`config.mk`:
```
export PLATFORM = sky130hd
export DESIGN_NAME = clos_bank_adapter
export DESIGN_NICKNAME = d
export VERILOG_FILES = /design/src/rtl/clos_bank_adapter.sv
export SDC_FILE = /design/constraint.sdc
export NUM_CORES = 1
export LEC_CHECK = 0
export BUFFER_PORTS_ARGS = -buffer_cell sky130_fd_sc_hd__buf_2
export CAP_MARGIN = 15
export CORE_MARGIN = 2
export CORE_UTILIZATION = 30
export CTS_CLUSTER_SIZE = 10
export DETAILED_ROUTE_END_ITERATION = 10
export PLACE_DENSITY = 0.51
export SLEW_MARGIN = 20
export SYNTH_ARGS = -nofsm -noshare
export SYNTH_HDL_FRONTEND = slang
export SYNTH_SLANG_ARGS = --single-unit
```
`constraint.sdc`:
```
create_clock -name clk_i -period 9.4 [get_ports clk_i]
set_input_delay 0.47 -clock clk_i [delete_from_list [all_inputs] [get_ports clk_i]]
set_output_delay 0.47 -clock clk_i [all_outputs]
set_load 0.05 [all_outputs]
```
`src/rtl/clos_bank_adapter.sv`:
```
// clos_bank_adapter: unpacks a Clos egress request stream onto one SRAM bank and returns fixed-latency responses.
// Ports:
//   clk_i, rst_i           clock, asynchronous active-high reset
//   req_i, wdata_i, gnt_o  egress request, packed payload {wen, be, addr, data}, grant
//   stall_i                bank busy this cycle (blocks the grant)
//   rdata_o, resp_vld_o    response data and response strobe, MemLatency cycles after grant
//   bank_*                 SRAM chip select, write enable, address, byte enables, write/read data
//   stall_cnt_o            saturating count of cycles with req_i & stall_i
module clos_bank_adapter #(
  parameter int AddrWidth    = 10,
  parameter int DataWidth    = 32,
  parameter int BeWidth      = DataWidth / 8,
  parameter int ReqDataWidth = 1 + BeWidth + AddrWidth + DataWidth,
  parameter int MemLatency   = 2,
  parameter int BankLatency  = 1,
  parameter int ReqReg       = 0,
  parameter int CntWidth     = 16
) (
  input  logic                    clk_i,
  input  logic                    rst_i,
  input  logic                    req_i,
  input  logic [ReqDataWidth-1:0] wdata_i,
  output logic                    gnt_o,
  output logic [DataWidth-1:0]    rdata_o,
  input  logic                    stall_i,
  output logic                    bank_req_o,
  output logic                    bank_we_o,
  output logic [AddrWidth-1:0]    bank_addr_o,
  output logic [BeWidth-1:0]      bank_be_o,
  output logic [DataWidth-1:0]    bank_wdata_o,
  input  logic [DataWidth-1:0]    bank_rdata_i,
  output logic                    resp_vld_o,
  output logic [CntWidth-1:0]     stall_cnt_o
);
  localparam int D   = MemLatency - BankLatency - ReqReg;
  localparam int Cap = ReqReg + BankLatency;
  localparam int PW  = BeWidth + AddrWidth + DataWidth;

  if (ReqDataWidth != 1 + BeWidth + AddrWidth + DataWidth) begin : g_bad_width
    $fatal(1, "clos_bank_adapter: ReqDataWidth does not match 1+BeWidth+AddrWidth+DataWidth");
  end
  if (BankLatency < 1 || BankLatency > MemLatency - ReqReg || MemLatency > 8) begin : g_bad_lat
    $fatal(1, "clos_bank_adapter: latency parameters out of range");
  end

  logic          gnt;
  logic          wen;
  logic [PW-1:0] pay;

  assign gnt   = req_i & ~stall_i;
  assign gnt_o = gnt;
  assign wen   = wdata_i[ReqDataWidth-1];
  assign pay   = wdata_i[ReqDataWidth-2:0];

  // The hold register keeps addr/be/wdata stable whenever the bank is idle.
  if (ReqReg != 0) begin : g_reg
    logic          req_q;
    logic          we_q;
    logic [PW-1:0] hold;
    always_ff @(posedge clk_i or posedge rst_i) begin
      if (rst_i) begin
        req_q <= 1'b0;
        we_q  <= 1'b0;
        hold  <= '0;
      end else begin
        req_q <= gnt;
        we_q  <= gnt & wen;
        if (gnt) hold <= pay;
      end
    end
    assign bank_req_o = req_q;
    assign bank_we_o  = we_q;
    assign {bank_be_o, bank_addr_o, bank_wdata_o} = hold;
  end else begin : g_comb
    logic [PW-1:0] hold;
    always_ff @(posedge clk_i or posedge rst_i) begin
      if (rst_i) hold <= '0;
      else if (gnt) hold <= pay;
    end
    assign bank_req_o = gnt;
    assign bank_we_o  = gnt & wen;
    assign {bank_be_o, bank_addr_o, bank_wdata_o} = gnt ? pay : hold;
  end

  // Bit k of v/r describes the request granted k cycles ago; r is valid-and-read.
  logic [MemLatency:1] vq;
  logic [MemLatency:1] rq;
  logic [MemLatency:0] v;
  logic [MemLatency:0] r;

  assign v = {vq, gnt};
  assign r = {rq, gnt & ~wen};

  always_ff @(posedge clk_i or posedge rst_i) begin
    if (rst_i) begin
      vq <= '0;
      rq <= '0;
    end else begin
      vq <= v[MemLatency-1:0];
      rq <= r[MemLatency-1:0];
    end
  end

  // Read data appears on the bank at stage Cap and is retimed D times to reach stage MemLatency.
  logic [DataWidth-1:0] dp [0:D];
  logic [DataWidth-1:0] hold_rd;

  assign dp[0] = bank_rdata_i;

  for (genvar k = 1; k <= D; k++) begin : g_ret
    always_ff @(posedge clk_i or posedge rst_i) begin
      if (rst_i) dp[k] <= '0;
      else if (r[Cap+k-1]) dp[k] <= dp[k-1];
    end
  end

  always_ff @(posedge clk_i or posedge rst_i) begin
    if (rst_i) hold_rd <= '0;
    else if (r[MemLatency]) hold_rd <= dp[D];
  end

  assign resp_vld_o = v[MemLatency];
  assign rdata_o    = r[MemLatency] ? dp[D] : hold_rd;

  always_ff @(posedge clk_i or posedge rst_i) begin
    if (rst_i) stall_cnt_o <= '0;
    else if (req_i & stall_i & ~&stall_cnt_o) stall_cnt_o <= stall_cnt_o + CntWidth'(1);
  end
endmodule

```
==> run summary, run 1 <==
Number of fill cells: 1557
Via count: 3182
CTS HTree Levels: 4
Required @ worst endpoint: 8.93 ns
MaxCap Viol Count: 0
Largest net degree at the start of global routing: 78
Worst-path clk slew: 0.05 ns
Overall Power: 0.00195 W
Seq/Total Area, Yosys: 0.659
Fin. max-slew vios: 0
CP max stage delay: 0.49 ns
Root buf cell: clkbuf_16
Max Fclk: 389 MHz
Total grt overflow: 0
Post-synth EDFFs: 0
Cell with the most instances after synthesis: dfrtp_1
Sw power: 0.000706 W
Critical path class: input pin to primary output
Initial Util: 0.309
GRT Total Usage: 0.128
Post-route antenna net violation count: 0
Post-synthesis cell count: 311
Status: finished, final reports clean
Syn avg cell area: 15.9 sq um
Die Wd: 132 um
CTS Buffer Depth: 2
TritonCTS clock tree: yes
Hold WS: 0.0944 ns
Slew margin rel.: 0.356
Post-CTS Hold Fix Bufs: 0
VDD IR max: 0.224 mV
Share of total power in combinational logic: 0.300
Seq cells post-synth: 130
Routed wire length: 10700 um
Sw Ratio: 0.362
Layout cells sized above 1: 0.645
Top post-synthesis cells by area: dfrtp_1 (66%), mux2_2 (25%), xnor2_1 (1.6%), xor2_1 (0.71%), buf_1 (0.53%)
Initial antenna violation count: 0
Setup Fix Bufs, Post-CTS: 0
Arrival time at the worst endpoint: 2.10 ns
Post-Route Utilization: 0.417
DR pass1 iterations: 3
Cell-internal power: 0.00124 W
RePlAce Congestion: 0.730
Synth area leader: dfrtp_1
CTS sink count: 130
Final hold vios: 0
Synthesized net count: 395
Synth top area share: 0.659
I/O pin count: 181
Vias in the first global route: 3427
Top cells by count, synth: dfrtp_1 (130), mux2_2 (111), xnor2_1 (9)
Top Usage Layer GRT: met2
CP dominant cell by count: buf_2
Skew-Pair Late Insertion Delay: 0.41 ns
Unrepaired setup endpoints after global routing: no
Iter 0 DRT Violations: 99
Clock Power Share: 0.331
Final clock skew: 0.00843 ns
Largest delay contributor family on the critical path: buffers and inverters
Port bufs: 180
Final setup fails: 0
Final net count: 584
Site Rows: 46
Ant. Diodes: 0
Slew @ Worst Pin: 0.966 ns
Min Tclk post-route: 2.57 ns
Startpoint Class: input pin
Detailed placement HPWL: 7400 um
CP Max Fanout: 37
CP Capture Type: primary output
PostCTS Resize Cnt: 0
Number of synthesis warnings: 0
First-pass GRT wire length: 17600 um
Asr flop ratio synth: 1.00
Cell variety after synth: 30
Synth Flop Type: dfrtp_1
Met2 usage: 0.192
CTS Buf Count: 17
Lkg Pwr: 3.16 nW
Worst min-delay path class: input pin to asynchronous set/reset pin
Drt drc: 0
Worst path slowest cell: buf_4
Worst path bufs/invs: 3
Flop pwr share: 0.369
Mapped cell area: 4940 sq um
GR met3 Demand/Resource: 0.0542
Tcrit/Tclk final: 0.273
PD cells: 292 nW/um^2
Core area: 16000 sq um
Cell Chain, Critical Path: buf_2 -> nor2b_4 -> buf_4 -> mux2_2 -> buf_2
Wire per inst: 14.7 um
Die Y: 132 um
Die ar.: 17500 sq um
Area Overhead vs Synth: 35.2%
Routing usage on met1: 0.163
Vias per inst: 4.36
Setup Total Neg Slack: 0 ns
-- per-layer routing --
metal,share of wire,up-vias,wire length (um)
met5,0,-,0
met1,0.45,1563,4760
met4,0.015,0,160
li1,-,1475,-
met2,0.45,133,4840
met3,0.086,11,918
-- kinds of logic (layout without fill, tap and decap cells) --
group	count (synthesis)	count (layout)	synth area share
multiplexers	111	111	0.253
AND/OR/NAND/NOR	34	34	0.0436
buffers and inverters	18	220	0.0147
XOR/XNOR	13	13	0.0231
AO/OA/AOI/OAI	4	4	0.00431
flip-flops	130	130	0.659
adder cells (fa/ha/maj)	1	1	0.00253
-- power by group through the flow --
stage | Sequential (W) | Combinational (W) | Clock (W)
floorplan | 0.000759 | 0.000426 | 0
global placement | 0.000725 | 0.000585 | 0
detailed placement | 0.000731 | 0.000591 | 0
CTS | 0.000722 | 0.000592 | 0.000668
global route | 0.000735 | 0.000614 | 0.000693
finish | 0.000720 | 0.000585 | 0.000645
-- flip-flops by register name, summed over array words and instances (netlist names) --
name         count
hold_rd         32
g_comb.hold     46
rq               2
vq               2
stall_cnt_o     16
dp              32
-- path summary, 6_finish.rpt --
path	from	end	slack, ns	depth (start not counted)
min reg2reg	vq[1]	vq[2]	0.34	0
max reg2reg	stall_cnt_o[0]	stall_cnt_o[1]	7.31	5
max	req_i	bank_wdata_o[0]	6.83	5
min in group clk_i	wdata_i[46]	rq[1]	0.23	2
min	rst_i	g_comb.hold[36]	0.09	2
max in group asynchronous	rst_i	dp[21]	7.92	3
-- cells in the final DEF (no fill, tap or decap), drive strengths merged --
master,count
buf,184
dfrtp,130
mux2,111
clkbuf,23
xnor2,9
nand2,7
clkinv,6
nand4,5
xor2,4
inv,4
nand3,3
nor2b,3
nor4,3
or4,2
nor3,2
nor2,2
o21ai,2
bufinv,2
and2,1
and4,1
a31oi,1
and3,1
nand2b,1
a21oi,1
nor4b,1
or2,1
nor3b,1
ha,1
clkinvlp,1
-- through the flow --
stage | cell area, sq um | setup WS [ns] | cells
6_report | 6680 | 6.83 | 729
5_1_grt | 6680 | 6.70 | 729
4_1_cts | 6680 | 6.79 | 729
3_5_place_dp | 6090 | 6.80 | 697
3_3_place_gp | 6090 | 6.83 | 697
2_1_floorplan | 4940 | 5.46 | 311
-- area by class of cell --
class                      instances  area (sq um)  area share
sequential                       130          3250       0.487
tap                              216           270      0.0405
clock inverter                     9           105      0.0157
clock buffer                      23           478      0.0716
multi-input combinational        163          1620       0.243
timing repair buffer             184           931       0.139
inverter                           4          20.0     0.00300
No activity file was read; power rests on OpenSTA's default activity.
==> inputs of run 2 (changes only) <==
- PLACE_DENSITY: 0.51 -> 0.53
- clock period: 9.4 -> 2.28 ns (I/O delays scaled with it)
==> run summary, run 2 (synthesis results as in run 1) <==
Wire per inst: 14.3 um (-2.5%)
Cell Chain, Critical Path: ha_1 -> nand2_1 -> nor4_1 -> a31oi_1 -> mux2_2
Required @ worst endpoint: 2.58 ns (-6.35 ns)
Post-route cell area: 7560 sq um (+13%)
RePlAce Congestion: 0.703 (-3.8%)
Worst-path clk slew: 0.06 ns (about the same)
Reg with most FFs: g_comb.hold
CTS sink count: 130 (unchanged)
Vias in the first global route: 3847 (+12%)
Total grt overflow: 0 (unchanged)
Largest delay contributor family on the critical path: flip-flops
Site Rows: 46 (unchanged)
Placed cell area: 6150 sq um (+0.84%)
Final clock skew: 0.00738 ns (-0.00105 ns)
Lkg Pwr: 3.53 nW (+12%)
Area Overhead vs Synth: 53.1%
Post-CTS Hold Fix Bufs: 80 (+80)
Final hold vios: 0 (unchanged)
Worst path bufs/invs: 0 (-3)
Via count: 3520 (+11%)
Max FFs per register: 46 (unchanged)
Final setup fails: 0 (unchanged)
Unrepaired setup endpoints after global routing: no
Post-route antenna net violation count: 0 (unchanged)
Initial antenna violation count: 0 (unchanged)
PostCTS Resize Cnt: 0 (unchanged)
Overall Power: 0.00831 W (+330%)
Worst min-delay path class: input pin to flip-flop
Skew-Pair Late Insertion Delay: 0.41 ns (about the same)
Number of cells on the critical path: 5 (unchanged)
DR pass1 iterations: 4 (+1)
MaxCap Viol Count: 0 (unchanged)
Worst path slowest cell: dfrtp_1
WHS Path Cells: 3
GRT Total Usage: 0.141 (+0.0125)
PD cells: 1100 nW/um^2 (+280%)
Largest net degree at the start of global routing: 74 (-5.1%)
Root buf cell: clkbuf_16
VDD IR max: 0.667 mV (+200%)
Final net count: 666 (+14%)
Max Fclk: 490 MHz
Port bufs: 180 (unchanged)
Setup Total Neg Slack: 0 ns (unchanged)
Arrival time at the worst endpoint: 2.34 ns (+0.24 ns)
Layout cells sized above 1: 0.565 (-0.0805)
Commonest non-fill, non-tap cell in the layout: buf_2
Biggest registers after layout: g_comb.hold (46), dp (32), hold_rd (32)
CTS Buffer Depth: 2 (unchanged)
Status: finished, final reports clean
Ant. Diodes: 0 (unchanged)
Die Wd: 132 um (unchanged)
Tcrit/Tclk final: 0.895
Initial Util: 0.309 (unchanged)
Iter 0 DRT Violations: 76 (-23%)
Setup Fix Bufs, Post-CTS: 0 (unchanged)
Die Y: 132 um (unchanged)
Routed wire length: 11600 um (+8.4%)
CTS Buf Count: 17 (unchanged)
Drt drc: 0 (unchanged)
Slew @ Worst Pin: 0.678 ns (-0.287 ns)
CTS HTree Levels: 4 (unchanged)
Startpoint Class: flip-flop
Vias per inst: 4.34 (-0.56%)
Fin. max-slew vios: 0 (unchanged)
Critical path class: flip-flop to flip-flop
Die ar.: 17500 sq um (unchanged)
TritonCTS clock tree: yes
CP Capture Type: flip-flop
Core area: 16000 sq um (unchanged)
CP Max Fanout: 8 (-78%)
Worst-case reg-to-reg path depth: 5 (unchanged)
Post-Route Utilization: 0.473 (+0.0552)
First-pass GRT wire length: 19500 um (+10%)
Min Tclk post-route: 2.04 ns
CP max stage delay: 0.46 ns (-0.03 ns)
Detailed placement HPWL: 7370 um (-0.48%)
I/O pin count: 181 (unchanged)
Commonest cells after routing, fill and taps aside: buf_2 (180), dfrtp_1 (130), mux2_2 (111), dlygate4sd3_1 (80), clkbuf_16 (17)
Slew margin rel.: 0.546 (+0.189)
-- run 2: changes by cell type in the layout (fill, tap and decap cells not counted), moves of 2 or more --
cell,previous run,this run
dlygate4sd3_1,0,80
buf_12,0,3
clkbuf_1,3,0
inv_6,1,4
clkbuf_8,3,1
clkinv_4,2,4
-- run 2: worst paths after layout --
check                                from              to  slack, ns
min in group asynchronous           rst_i     hold_rd[23]       0.18
setup reg to reg           stall_cnt_o[0]  stall_cnt_o[1]       0.24
max in group asynchronous           rst_i           dp[1]       1.47
hold / removal                    stall_i           vq[1]       0.13
hold reg to reg                     vq[1]           vq[2]       0.35
setup / recovery           stall_cnt_o[0]  stall_cnt_o[1]       0.24
-- run 2: routing by layer --
layer / global-route usage / vias to the layer above / wire length, um / share of wire
met5: 0 / - / 0 / 0
met4: 0.0568 / 0 / 230 / 0.020
met3: 0.0588 / 21 / 911 / 0.079
met2: 0.226 / 137 / 5440 / 0.47
met1: 0.168 / 1731 / 5000 / 0.43
li1: - / 1631 / - / -
-- run 2: stage by stage --
stage / instances / hold WS, ns / setup WS, ns
2_1_floorplan: 311 / 0.180 / 0.147
6_report: 811 / 0.130 / 0.240
5_1_grt: 811 / 0.131 / 0.114
3_3_place_gp: 699 / 0.0420 / 0.308
3_5_place_dp: 699 / 0.0443 / 0.289
4_1_cts: 811 / 0.112 / 0.273
-- run 2: cell type report --
| type | count | area (sq um) |
|---|---|---|
| Sequential cell | 130 | 3250 |
| Multi-Input combinational cell | 163 | 1620 |
| Tap cell | 216 | 270 |
| Timing Repair Buffer | 266 | 1780 |
| Clock buffer | 18 | 439 |
| Fill cell | 1461 | 8440 |
| Clock inverter | 14 | 175 |
| Inverter | 4 | 18.8 |
-- run 2: tightest hold or removal path: cells and delay by family --
kind / cells / cell delay [ns]
buffers and inverters: 2 / 0.31
and+or+nand+nor: 1 / 0.05
-- run 2: power breakdown --
| group | switching [W] | internal [W] |
|---|---|---|
| clock network | 0.00104 | 0.00176 |
| logic | 0.00178 | 0.000768 |
| registers | 0.000197 | 0.00277 |
| total | 0.00302 | 0.00530 |
